**config.mk**
```make
export PLATFORM = sky130hd
export DESIGN_NAME = rsa_mmexp_unit
export DESIGN_NICKNAME = d
export VERILOG_FILES = /design/src/rtl/rsa_pkg.sv /design/src/rtl/rsa_mont_mult.sv /design/src/rtl/rsa_mmexp_unit.sv
export SDC_FILE = /design/constraint.sdc
export NUM_CORES = 1
export LEC_CHECK = 0
export CAP_MARGIN = 20
export CORE_MARGIN = 2
export CORE_UTILIZATION = 25
export CTS_CLUSTER_DIAMETER = 200
export DETAILED_ROUTE_END_ITERATION = 8
export GPL_ROUTABILITY_DRIVEN = 0
export SLEW_MARGIN = 20
export SYNTH_ARGS = -nofsm -noshare
export SYNTH_HDL_FRONTEND = slang
export SYNTH_HIERARCHICAL = 1
export SYNTH_SLANG_ARGS = --single-unit
export TNS_END_PERCENT = 50
```
**constraint.sdc**
```tcl
create_clock -name clk -period 5.1 [get_ports clk]
set_input_delay 1.275 -clock clk [delete_from_list [all_inputs] [get_ports clk]]
set_output_delay 1.275 -clock clk [all_outputs]
set_load 0.02 [all_outputs]
```
**src/rtl/rsa_pkg.sv**
```systemverilog
// Shared definitions for the modular exponentiation unit: FSM encoding,
// default operand widths and the per-multiply latency helper.
package rsa_pkg;

   localparam int DEF_WIDTH     = 8;
   localparam int DEF_EXP_WIDTH = 8;

   typedef enum logic [2:0] {
      IDLE      = 3'd0,
      TO_MONT   = 3'd1,
      SQUARE    = 3'd2,
      MULT      = 3'd3,
      FROM_MONT = 3'd4,
      DONE      = 3'd5
   } state_t;

   // One Montgomery multiply: load cycle, WIDTH iterations, correction cycle.
   function automatic int mm_latency(input int width);
      return width + 2;
   endfunction

endpackage

```
**src/rtl/rsa_mont_mult.sv**
```systemverilog
// Bit-serial Montgomery multiplier r = a*b*2^-WIDTH mod p; exactly WIDTH+2 enabled
// cycles from go to done, done is combinational in the final (correction) cycle.
module rsa_mont_mult
   import rsa_pkg::*;
#(
   parameter int WIDTH = DEF_WIDTH
) (
   input  logic             clk,
   input  logic             rstb,
   input  logic             en,
   input  logic             go,
   input  logic [WIDTH-1:0] a,
   input  logic [WIDTH-1:0] b,
   input  logic [WIDTH-1:0] p,
   output logic             done,
   output logic [WIDTH-1:0] r
);

   localparam int L  = mm_latency(WIDTH);
   localparam int CW = $clog2(L + 1);

   logic [WIDTH-1:0] a_q, a_d, b_q, b_d;
   logic [WIDTH+1:0] acc_q, acc_d;
   logic [CW-1:0]    cnt_q, cnt_d;
   logic [WIDTH+1:0] sum_b, sum_p;
   logic [WIDTH-1:0] r_sub;

   always_comb begin
      a_d   = a_q;
      b_d   = b_q;
      acc_d = acc_q;
      cnt_d = cnt_q;
      done  = 1'b0;

      // Accumulator stays below 2p, so acc + b + p fits in WIDTH+2 bits.
      sum_b = acc_q + (a_q[0] ? {2'b00, b_q} : '0);
      sum_p = sum_b[0] ? (sum_b + {2'b00, p}) : sum_b;
      r_sub = acc_q[WIDTH-1:0] - p;
      r     = (acc_q >= {2'b00, p}) ? r_sub : acc_q[WIDTH-1:0];

      if (cnt_q == CW'(L - 1)) begin
         done  = 1'b1;
         cnt_d = '0;
      end else if (cnt_q != '0) begin
         acc_d = sum_p >> 1;
         a_d   = a_q >> 1;
         cnt_d = cnt_q + CW'(1);
      end else if (go) begin
         a_d   = a;
         b_d   = b;
         acc_d = '0;
         cnt_d = CW'(1);
      end
   end

   always_ff @(posedge clk or negedge rstb) begin
      if (!rstb) begin
         a_q   <= '0;
         b_q   <= '0;
         acc_q <= '0;
         cnt_q <= '0;
      end else if (en) begin
         a_q   <= a_d;
         b_q   <= b_d;
         acc_q <= acc_d;
         cnt_q <= cnt_d;
      end
   end

endmodule

```
**src/rtl/rsa_mmexp_unit.sv**
```systemverilog
// Left-to-right Montgomery modular exponentiation C = M^E mod P; latency L*(3+EXP_WIDTH+popcount(E))+1
// enabled cycles, en low stalls everything. RSA_MOD_CHECK_EN adds an illegal-modulus check driving err.
module rsa_mmexp_unit
   import rsa_pkg::*;
#(
   parameter int WIDTH     = DEF_WIDTH,
   parameter int EXP_WIDTH = DEF_EXP_WIDTH
) (
   input  logic                 clk,
   input  logic                 rstb,
   input  logic                 en,
   input  logic                 start,
   input  logic [WIDTH-1:0]     P,
   input  logic [EXP_WIDTH-1:0] E,
   input  logic [WIDTH-1:0]     M,
   input  logic [WIDTH-1:0]     Const,
   output logic                 busy,
   output logic                 eoc,
   output logic                 err,
   output logic [WIDTH-1:0]     C
);

   localparam int BW = (EXP_WIDTH > 1) ? $clog2(EXP_WIDTH) : 1;

   state_t               state_q, state_d;
   logic [WIDTH-1:0]     p_q, p_d, m_q, m_d, k_q, k_d;
   logic [EXP_WIDTH-1:0] e_q, e_d;
   logic [WIDTH-1:0]     mbar_q, mbar_d, abar_q, abar_d, c_q, c_d;
   logic [BW-1:0]        bit_q, bit_d;
   logic                 sub_q, sub_d, go_q, go_d;
   logic [WIDTH-1:0]     mm_a, mm_b, mm_r;
   logic                 mm_done;
`ifdef RSA_MOD_CHECK_EN
   logic                 err_q, err_d;
`endif

   rsa_mont_mult #(.WIDTH(WIDTH)) u_mm (
      .clk  (clk),
      .rstb (rstb),
      .en   (en),
      .go   (go_q),
      .a    (mm_a),
      .b    (mm_b),
      .p    (p_q),
      .done (mm_done),
      .r    (mm_r)
   );

   always_comb begin
      state_d = state_q;
      p_d     = p_q;
      e_d     = e_q;
      m_d     = m_q;
      k_d     = k_q;
      mbar_d  = mbar_q;
      abar_d  = abar_q;
      c_d     = c_q;
      bit_d   = bit_q;
      sub_d   = sub_q;
      go_d    = 1'b0;
      mm_a    = abar_q;
      mm_b    = abar_q;
`ifdef RSA_MOD_CHECK_EN
      err_d   = err_q;
`endif

      case (state_q)
         IDLE: begin
            if (start) begin
               p_d     = P;
               e_d     = E;
               m_d     = M;
               k_d     = Const;
               sub_d   = 1'b0;
               bit_d   = BW'(EXP_WIDTH - 1);
               state_d = TO_MONT;
               go_d    = 1'b1;
`ifdef RSA_MOD_CHECK_EN
               err_d   = 1'b0;
               if (!P[0] || (P < WIDTH'(3))) begin
                  state_d = DONE;
                  go_d    = 1'b0;
                  c_d     = '0;
                  err_d   = 1'b1;
               end
`endif
            end
         end
         TO_MONT: begin
            // First pass maps M into the Montgomery domain, second builds R mod P as the running 1.
            mm_a = sub_q ? WIDTH'(1) : m_q;
            mm_b = k_q;
            if (mm_done) begin
               go_d = 1'b1;
               if (!sub_q) begin
                  mbar_d = mm_r;
                  sub_d  = 1'b1;
               end else begin
                  abar_d  = mm_r;
                  state_d = SQUARE;
               end
            end
         end
         SQUARE: begin
            if (mm_done) begin
               abar_d = mm_r;
               go_d   = 1'b1;
               if (e_q[bit_q]) begin
                  state_d = MULT;
               end else if (bit_q == '0) begin
                  state_d = FROM_MONT;
               end else begin
                  bit_d = bit_q - BW'(1);
               end
            end
         end
         MULT: begin
            mm_b = mbar_q;
            if (mm_done) begin
               abar_d = mm_r;
               go_d   = 1'b1;
               if (bit_q == '0) begin
                  state_d = FROM_MONT;
               end else begin
                  bit_d   = bit_q - BW'(1);
                  state_d = SQUARE;
               end
            end
         end
         FROM_MONT: begin
            mm_b = WIDTH'(1);
            if (mm_done) begin
               c_d     = mm_r;
               state_d = DONE;
            end
         end
         DONE:    state_d = IDLE;
         default: state_d = IDLE;
      endcase
   end

   always_ff @(posedge clk or negedge rstb) begin
      if (!rstb) begin
         state_q <= IDLE;
         p_q     <= '0;
         e_q     <= '0;
         m_q     <= '0;
         k_q     <= '0;
         mbar_q  <= '0;
         abar_q  <= '0;
         c_q     <= '0;
         bit_q   <= '0;
         sub_q   <= 1'b0;
         go_q    <= 1'b0;
      end else if (en) begin
         state_q <= state_d;
         p_q     <= p_d;
         e_q     <= e_d;
         m_q     <= m_d;
         k_q     <= k_d;
         mbar_q  <= mbar_d;
         abar_q  <= abar_d;
         c_q     <= c_d;
         bit_q   <= bit_d;
         sub_q   <= sub_d;
         go_q    <= go_d;
      end
   end

`ifdef RSA_MOD_CHECK_EN
   always_ff @(posedge clk or negedge rstb) begin
      if (!rstb) begin
         err_q <= 1'b0;
      end else if (en) begin
         err_q <= err_d;
      end
   end
   assign err = err_q;
`else
   assign err = 1'b0;
`endif

   assign busy = (state_q != IDLE);
   assign eoc  = (state_q == DONE) && en;
   assign C    = c_q;

endmodule

```
**Word level (Yosys, flattened, before mapping)**

Cells that the tools add are included.

- Register bits: 94
- Output and inout port bits: 11

- Reductions and logical operators: 22
- Muxes and demuxes: 42
- $add $sub $neg: 5
- $lt $le $gt $ge: 2
- Equality and inequality tests: 15
- Bitwise logic cells: 3

Operators by type and width:

| operator | number |
|---|---|
| $mux W8 | 9 |
| $mux W3 | 14 |
| $mux W10 | 3 |
| $pmux W8 S3 | 1 |
| $pmux W8 S2 | 1 |
| $pmux W3 S5 | 1 |
| $ne A2 B2 Y1 const B | 7 |
| $mux W4 | 3 |
| $reduce_and A4 Y1 | 3 |
| $add A10 B10 Y10 | 1 |
| $add A10 B8 Y10 | 1 |
| $ge A10 B8 Y1 | 1 |
| $pmux W3 S3 | 1 |
| $reduce_and A3 Y1 | 3 |
| $reduce_bool A3 Y1 | 3 |
| $reduce_and A8 Y1 | 1 |
| $sub A8 B8 Y8 | 1 |
| $eq A3 B2 Y1 const B | 2 |
| $eq A3 B3 Y1 const B | 2 |
| $logic_not A3 Y1 | 2 |
| $mux W1 | 6 |
| $reduce_and A6 Y1 | 1 |
| $reduce_bool A2 Y1 | 3 |
| $reduce_and A5 Y1 | 1 |
| 15 further kinds | 18 |

**Logic depth before layout (Yosys ltp)**

Gate-level depths: netlist of the first run.

- Depth after elaboration: 5
- Gate-level depth with buffers: 16
- Gate-level depth less buffers: 16

**By module**

Netlist of the first run, hierarchy kept.

Modules (own cells, without submodules):

| module | area an instance (um^2) | times used | cells an instance | seq. area each (um^2) |
|---|---|---|---|---|
| rsa_mmexp_unit | 3040.4 | 1 | 245 | 1601.5 |
| rsa_mont_mult | 2572.5 | 1 | 277 | 725.7 |

**Least setup slack after synthesis of the first run**

No wires, ideal clock.

- Path type: reg2reg
- From: reg u_mm.a_q[0]
- To: reg u_mm.acc_q[6]
- Stages on the path, launching flop included: 17
- Clock period less this slack: 2.991 ns
- Slack: 2.109 ns
- Required time: 4.974 ns
- Arrival time: 2.865 ns
- Path through: dfrtp_1 -> and2_1 -> ha_1 -> inv_1 -> fa_1 -> nor2b_4 -> o31a_1 -> o21a_1 -> nor2_2 -> xnor2_1 -> ha_1 -> nand4_1 -> a21oi_1 -> nand3b_1 -> xnor2_1 -> nor2_1 -> a221o_1

- Cells in the longest elaborated chain, start to end: 5

RTL lines:

| what | line | text |
|---|---|---|
| from (decl) | rsa_mont_mult.sv:22 | `logic [WIDTH-1:0] a_q, a_d, b_q, b_d;` |
| from (signal assigned) | rsa_mont_mult.sv:58 | `a_q <= '0;` |
| from (signal assigned) | rsa_mont_mult.sv:63 | `a_q <= a_d;` |
| $mux W8 * | rsa_mont_mult.sv:36 | `sum_b = acc_q + (a_q[0] ? {2'b00, b_q} : '0);` |
| $add A10 B10 Y10 * | rsa_mont_mult.sv:36 |  |
| $add A10 B8 Y10 | rsa_mont_mult.sv:37 | `sum_p = sum_b[0] ? (sum_b + {2'b00, p}) : sum_b;` |
| $mux W10 * | rsa_mont_mult.sv:37 |  |
| $mux W10 * | rsa_mont_mult.sv:44 | `end else if (cnt_q != '0) begin` |
| to (signal assigned) | rsa_mont_mult.sv:60 | `acc_q <= '0;` |
| to (signal assigned) | rsa_mont_mult.sv:65 | `acc_q <= acc_d;` |
| to (decl) | rsa_mont_mult.sv:23 | `logic [WIDTH+1:0] acc_q, acc_d;` |

Every way passes the cells marked *; elsewhere a longest branch is shown, timed or not.
A chain may end at the register's enable or synchronous reset.

**Worst setup path in the final report of the first run**

- From: in en
- To: out eoc

- Cells in the longest elaborated chain, start to end: 1

RTL lines:

| what | line | text |
|---|---|---|
| from (decl) | rsa_mmexp_unit.sv:11 | `input logic en,` |
| $logic_and A1 B1 Y1 | rsa_mmexp_unit.sv:184 | `assign eoc = (state_q == DONE) && en;` |
| to (decl) | rsa_mmexp_unit.sv:18 | `output logic eoc,` |

No other way between the ends.

==> flow_summary_export.csv, run 1 <==
group,metric,value,unit
detailed_routing,dr.pass1.iters,4,
worst_setup_path,critical_path_arrival,2600,ps
placed_design,portBuffers,45,
layout,fill_cells,2233,
worst_setup_path,critical_path.reg2reg.startpoint,"u_mm/a_q[0]",
layout,most-common-layout-cells,"dfrtp_1, mux2_2, clkdlybuf4s50_1",
die,core.rowCount,54,
die,fp.dieW,154,um
sta,max_clk_rate,0.258,GHz
grt,grt.total_usage,11.6,%
layout,num_antenna_cells,0,
die,fp.dieArea,23700,um^2
sta,report.final.slew_viol_count,0,
worst_setup_path,cp_data_required_time,3830,ps
worst_setup_path,crit_buf_inv,2,
logic_synthesis,synth_fp_nets,590,
clock_tree,htreeDepth,3,
detailed_routing,route.antenna.remaining_nets,0,
grt,grt_remaining_overflow,0,
die,coreArea,22000,um^2
clock_tree,cts_setup_buffers,0,
pwr,worst_ir_drop_vdd,0.000161,V
logic_synthesis,synth.yosys.seq_area_share,41.5,%
clock_tree,numClockSinks,93,
detailed_routing,wirelength,13000,um
pwr,cellPowerDensity,479,nW/um^2
layout,num-nets-final,633,
logic_synthesis,syn_inst,522,
clock_tree,clock_latency_on_the_worst_skew_pair,350,ps
sta,rsz_0062_raised_after_global_routing,"false",
logic_synthesis,yosys_register_bits,93,
worst_setup_path,crit_path_end_kind,"output port",
detailed_routing,vias_per_cell,4.69,
grt,global_route_wire_length_before_repair,21700,um
worst_setup_path,critPathSlowestCell,"clkdlybuf4s50_1",
placed_design,placed_cells,834,
sta,finalSetupTns,0,ps
sta,time_the_worst_path_needs_with_i_o_delays_and_setup,3870,ps
logic_synthesis,synth_top_area_cell,"dfrtp_1",
sta,final_hold_viol_count,0,
sta,slew_headroom,39.8,%
logic_synthesis,synth_top_area_share,41.5,%
clock_tree,cts.path.max_buffers,2,
sta,period_share,75.9,%
worst_setup_path,worst-path-max-fanout,2,
layout,final_layout_size_suffix_gt1_share,19.5,%
logic_synthesis,yosys_warnings,6,
logic_synthesis,yosysUniqueCellTypes,69,
die,die-height,154,um
worst_setup_path,cp-start-kind,"input port",
layout,area_growth_syn_to_layout,17.8,%
worst_setup_path,crit_path_start,"en",
logic_synthesis,synth_area,5610,um^2
layout,regMostFlops,"u_mm/acc_q",
sta,tightestPinTransition,904,ps
grt,grt_max_degree,71,
die,floorplan.initialDensity,25.6,%
sta,final.setup_skew,7.88,ps
clock_tree,cts_hold_repair.buffers,0,
worst_hold_path,holdCritPathClass,"reg -> reg",
detailed_routing,drt_iter0_markers,230,
logic_synthesis,synth_area_per_cell,10.8,um^2
layout,largest_reg_flops,9,
clock_tree,cts-resized-gates,0,
placed_design,detailed_place.area,6340,um^2
layout,layout.core_utilization,30.1,%
worst_setup_path,timing.critical_path.mode_cell,"clkdlybuf4s50_1",
job,max-cap-violations,0,
pwr,leakage,2.88,nW
sta,final-setup-viol-count,0,
worst_hold_path,worst_hold_startpoint,"u_mm/a_q[7]",
worst_setup_path,critical_path_class,"in -> out",
layout,layout.cells.non_filler,850,
clock_tree,clkSlewWorstSetupHoldPaths,60,ps
worst_setup_path,critical_path.max_stage_delay,610,ps
layout,multi_input_comb_area,3100,um^2
clock_tree,ctsRootBufferMaster,"clkbuf_16",
grt,number_of_global_route_vias_before_repair,4002,
pwr,totalPowerFinal,3.17,mW
detailed_routing,wire_per_inst,15.2,um
placed_design,hpwl,9760,um
worst_setup_path,crit_family,"buffers and inverters",
clock_tree,tritoncts_clock_tree,"yes",
logic_synthesis,postSynth.asyncResetShare,100,%
logic_synthesis,synthTopCellsByArea,"dfrtp_1, mux2_2, ha_1",
worst_setup_path,path_cells,"clkdlybuf4s50_1, and4_1, clkdlybuf4s50_1",
logic_synthesis,synth_ff_type,"dfrtp_1",
detailed_routing,post-route-drc-count,0,
detailed_routing,num_vias,3985,
logic_synthesis,synth_enable_flop_cells,0,
grt,initial_antenna_violation_count,0,
layout,fin_area,6610,um^2
layout,mostFrequentLayoutCell,"dfrtp_1",
layout,sequential_cell_area,2330,um^2
outcome,run_status,"finished, final reports clean",
clock_tree,tritoncts.num_buffers,9,
die,io-pin-count,47,
[kinds of logic (layout without fill, tap and decap cells)]
family,after synthesis,count (layout),share of synthesized area (%)
xor+xnor,17,17,2.65
other cells,1,1,0.0668
buf+inv,41,89,3.37
compound gates,123,123,14.5
fa+ha+maj,32,32,7.53
flops,93,93,41.5
simple gates,126,126,12.6
mux,89,89,17.9
[per-layer routing]
metal	GRT usage, %	wire [um]	part of all wire (%)	vias up
li1	-	-	-	1977
met1	16.2	6530	50	1934
met2	17.7	5720	44	62
met3	2.23	503	3.9	12
met4	4.41	202	1.6	0
met5	0	0	0	-
[where the power goes]
| part | internal, mW | leakage, nW | switching [mW] |
|---|---|---|---|
| Sequential | 0.939 | 1.20 | 0.197 |
| Combinational | 0.665 | 1.55 | 0.737 |
| Clock | 0.332 | 0.126 | 0.297 |
[metrics by stage]
step	hold slack (ps)	setup slack, ps
2_1_floorplan	438	2110
3_3_place_gp	450	1200
3_5_place_dp	457	1190
4_1_cts	469	1190
5_1_grt	509	1170
6_report	470	1230
[tightest hold or removal path, delay by kind of cell (launching register included)]
family | cells | cell delay, ps
flops | 1 | 340
simple gates | 2 | 100
[path summary, 6_finish.rpt]
kind / to / depth (start not counted) / slack [ps]
hold reg to reg: u_mm/a_q[7] / 2 / 470
hold / removal: u_mm/a_q[7] / 2 / 470
min in group asynchronous: p_q[2] / 1 / 1060
setup reg to reg: u_mm/acc_q[6] / 16 / 1690
max in group asynchronous: mbar_q[4] / 2 / 3140
setup / recovery: eoc / 3 / 1230
[cells in the mapped netlist (2+ instances only)]
| cell | number |
|---|---|
| dfrtp_1 | 93 |
| mux2_2 | 62 |
| nand2_1 | 37 |
| o21ai_0 | 36 |
| ha_1 | 29 |
| a21oi_1 | 27 |
| nor2_1 | 25 |
| inv_1 | 23 |
| mux2i_1 | 18 |
| xnor2_1 | 14 |
| o22ai_1 | 12 |
| nand2b_1 | 11 |
| buf_2 | 9 |
| nand3_1 | 9 |
| o21a_1 | 8 |
| and2_1 | 7 |
| buf_4 | 6 |
| mux2_4 | 6 |
| nand4_1 | 6 |
| a211oi_1 | 5 |
| a21o_1 | 4 |
| a221o_1 | 4 |
| nor2b_1 | 4 |
| nor3_1 | 4 |
| a22oi_1 | 3 |
| fa_1 | 3 |
| mux2_1 | 3 |
| o21ai_1 | 3 |
| xor2_1 | 3 |
| a31oi_1 | 2 |
| and3_1 | 2 |
| and4_1 | 2 |
| nand3b_1 | 2 |
| nor2_4 | 2 |
| nor2b_4 | 2 |
| nor3_4 | 2 |
| o31ai_4 | 2 |
[area by class of cell]
type,count,share of cell area (%)
Clock buffer,11,3.52
Clock inverter,5,0.568
Inverter,24,1.38
Multi-Input combinational cell,388,46.8
Sequential cell,93,35.2
Tap cell,280,5.30
Timing Repair Buffer,49,7.23
Note: power is estimated with default switching activity, not from simulation.
==> run 2, diff against run 1 <==
==> constraint.sdc (replaced) <==
create_clock -name clk -period 3.47 [get_ports clk]
set_input_delay 0.8675 -clock clk [delete_from_list [all_inputs] [get_ports clk]]
set_output_delay 0.8675 -clock clk [all_outputs]
set_load 0.02 [all_outputs]
==> flow_summary_export.csv, run 2 (same netlist as run 1, synthesis figures left out) <==
group,metric,value,unit
layout,layout.core_utilization,30.5,%
worst_hold_path,hold_crit_endpoint,"u_mm/b_q[0]",
worst_setup_path,critical_path_class,"reg -> reg",
clock_tree,tritoncts_clock_tree,"yes",
sta,report.final.slew_viol_count,0,
layout,final_layout_size_suffix_gt1_share,20.7,%
pwr,totalPowerFinal,4.73,mW
sta,final.setup_skew,10.3,ps
worst_setup_path,crit_path_end_kind,"flip-flop",
die,io-pin-count,47,
sta,timing.hold.ws,481,ps
detailed_routing,route.antenna.remaining_nets,0,
detailed_routing,drt_iter0_markers,249,
pwr,worst_ir_drop_vdd,0.000257,V
layout,regMostFlops,"u_mm/acc_q",
grt,grt_remaining_overflow,0,
die,floorplan.initialDensity,25.6,%
detailed_routing,num_vias,4027,
clock_tree,ctsRootBufferMaster,"clkbuf_16",
sta,period_share,94.5,%
placed_design,hpwl,9840,um
sta,tightestPinTransition,784,ps
worst_setup_path,reg2reg_depth,16,
worst_setup_path,crit_buf_inv,1,
sta,slew_headroom,47.8,%
clock_tree,clkSlewWorstSetupHoldPaths,60,ps
grt,number_of_global_route_vias_before_repair,3823,
worst_hold_path,min_path_cells,1,
sta,time_the_worst_path_needs_with_i_o_delays_and_setup,3280,ps
worst_hold_path,holdCritPathClass,"reg -> reg",
layout,mostFrequentLayoutCell,"dfrtp_1",
detailed_routing,dr.pass1.iters,4,
worst_setup_path,path_cells,"and2_1, ha_1, inv_1, fa_1, nor2b_4, o31a_1, o21a_1, nor2_2, xnor2_2, ha_2, nand4_1, a21oi_1, nand3b_1, xnor2_1, nor2_1, a221o_1",
detailed_routing,wirelength,13200,um
worst_setup_path,critical_path.reg2reg.startpoint,"u_mm/a_q[0]",
layout,area_growth_syn_to_layout,19.5,%
outcome,run_status,"finished, final reports clean",
worst_setup_path,critPathSlowestCell,"fa_1",
grt,global_route_wire_length_before_repair,20800,um
clock_tree,tritoncts.num_buffers,9,
sta,layout_setup_ws,192,ps
worst_setup_path,critical_path.reg2reg.endpoint,"u_mm/acc_q[6]",
worst_setup_path,crit_family,"adder cells",
layout,largest_reg_flops,9,
die,coreArea,22000,um^2
worst_setup_path,cp_data_required_time,3710,ps
pwr,cellPowerDensity,706,nW/um^2
pwr,leakage,2.94,nW
die,fp.dieArea,23700,um^2
die,die-height,154,um
die,core.rowCount,54,
job,max-cap-violations,0,
layout,num-nets-final,637,
worst_setup_path,regToRegSetupSlack,190,ps
sta,final_hold_viol_count,0,
grt,initial_antenna_violation_count,0,
grt,grt.total_usage,11.4,%
die,fp.dieW,154,um
worst_setup_path,critical_path.max_stage_delay,430,ps
grt,grt_max_degree,59,
detailed_routing,vias_per_cell,4.72,
worst_setup_path,cp-start-kind,"flip-flop",
placed_design,portBuffers,45,
worst_hold_path,worst_hold_startpoint,"u_mm/b_q[0]",
worst_setup_path,worst-path-max-fanout,6,
layout,num_antenna_cells,0,
placed_design,placed_cells,837,
layout,most-common-layout-cells,"dfrtp_1, mux2_2, clkdlybuf4s50_1",
clock_tree,clock_latency_on_the_worst_skew_pair,360,ps
sta,max_clk_rate,0.305,GHz
detailed_routing,wire_per_inst,15.4,um
worst_setup_path,critical_path_arrival,3510,ps
layout,layout.cells.non_filler,854,
clock_tree,htreeDepth,3,
clock_tree,cts.path.max_buffers,2,
clock_tree,numClockSinks,93,
sta,final-setup-viol-count,0,
placed_design,worst_case_setup_slack_after_placement,171,ps
detailed_routing,post-route-drc-count,0,
==> run 2: cell types whose count changed in the layout (fill, tap and decap cells not counted), moves of 2 or more <==
cell / before / now
buf_12: 0 / 2
clkinv_4: 2 / 0
inv_6: 0 / 3
clkbuf_1: 2 / 0
clkbuf_8: 0 / 2
==> run 2: worst max path at each step <==
stage                 from       endpoint  cells after the start
2_1_floorplan  u_mm/a_q[0]  u_mm/acc_q[6]                     16
3_3_place_gp   u_mm/a_q[0]  u_mm/acc_q[6]                     16
3_5_place_dp   u_mm/a_q[0]  u_mm/acc_q[6]                     16
4_1_cts        u_mm/a_q[0]  u_mm/acc_q[6]                     16
5_1_grt        u_mm/a_q[0]  u_mm/acc_q[6]                     16
6_report       u_mm/a_q[0]  u_mm/acc_q[6]                     16
==> run 2: final cells by class <==
| type | instances | area (um^2) |
|---|---|---|
| Tap cell | 280 | 350 |
| Timing Repair Buffer | 53 | 538 |
| Fill cell | 2240 | 15300 |
| Clock buffer | 11 | 253 |
| Sequential cell | 93 | 2330 |
| Multi-Input combinational cell | 388 | 3110 |
| Clock inverter | 5 | 38.8 |
| Inverter | 24 | 91.3 |
==> run 2: layer usage <==
metal | part of all wire (%) | track usage [%] | wire, um | vias up
met1 | 48 | 16.1 | 6280 | 1968
met2 | 45 | 16.9 | 5890 | 72
li1 | - | - | - | 1979
met3 | 6.5 | 2.93 | 852 | 8
met4 | 1.2 | 4.05 | 155 | 0
met5 | 0 | 0 | 0 | -
==> run 2: power breakdown <==
part | switching (mW) | internal [mW] | total, mW
logic | 1.08 | 0.994 | 2.07
registers | 0.302 | 1.38 | 1.68
clock network | 0.448 | 0.532 | 0.980
==> run 2: through the flow <==
step | setup TNS, ps | instance area [um^2]
final | 0 | 6710
after global routing | -1.14 | 6710
after CTS | 0 | 6680
after detailed placement | 0 | 6390
after global placement | 0 | 6390
after floorplan | 0 | 5610
==> run 2: timing repair <==
action	4_1_cts	5_1_grt
gates resized for setup	0	3
hold endpoints to repair	0	0
endpoints found under the setup margin	0	2
setup buffers	0	1
hold buffers	0	0
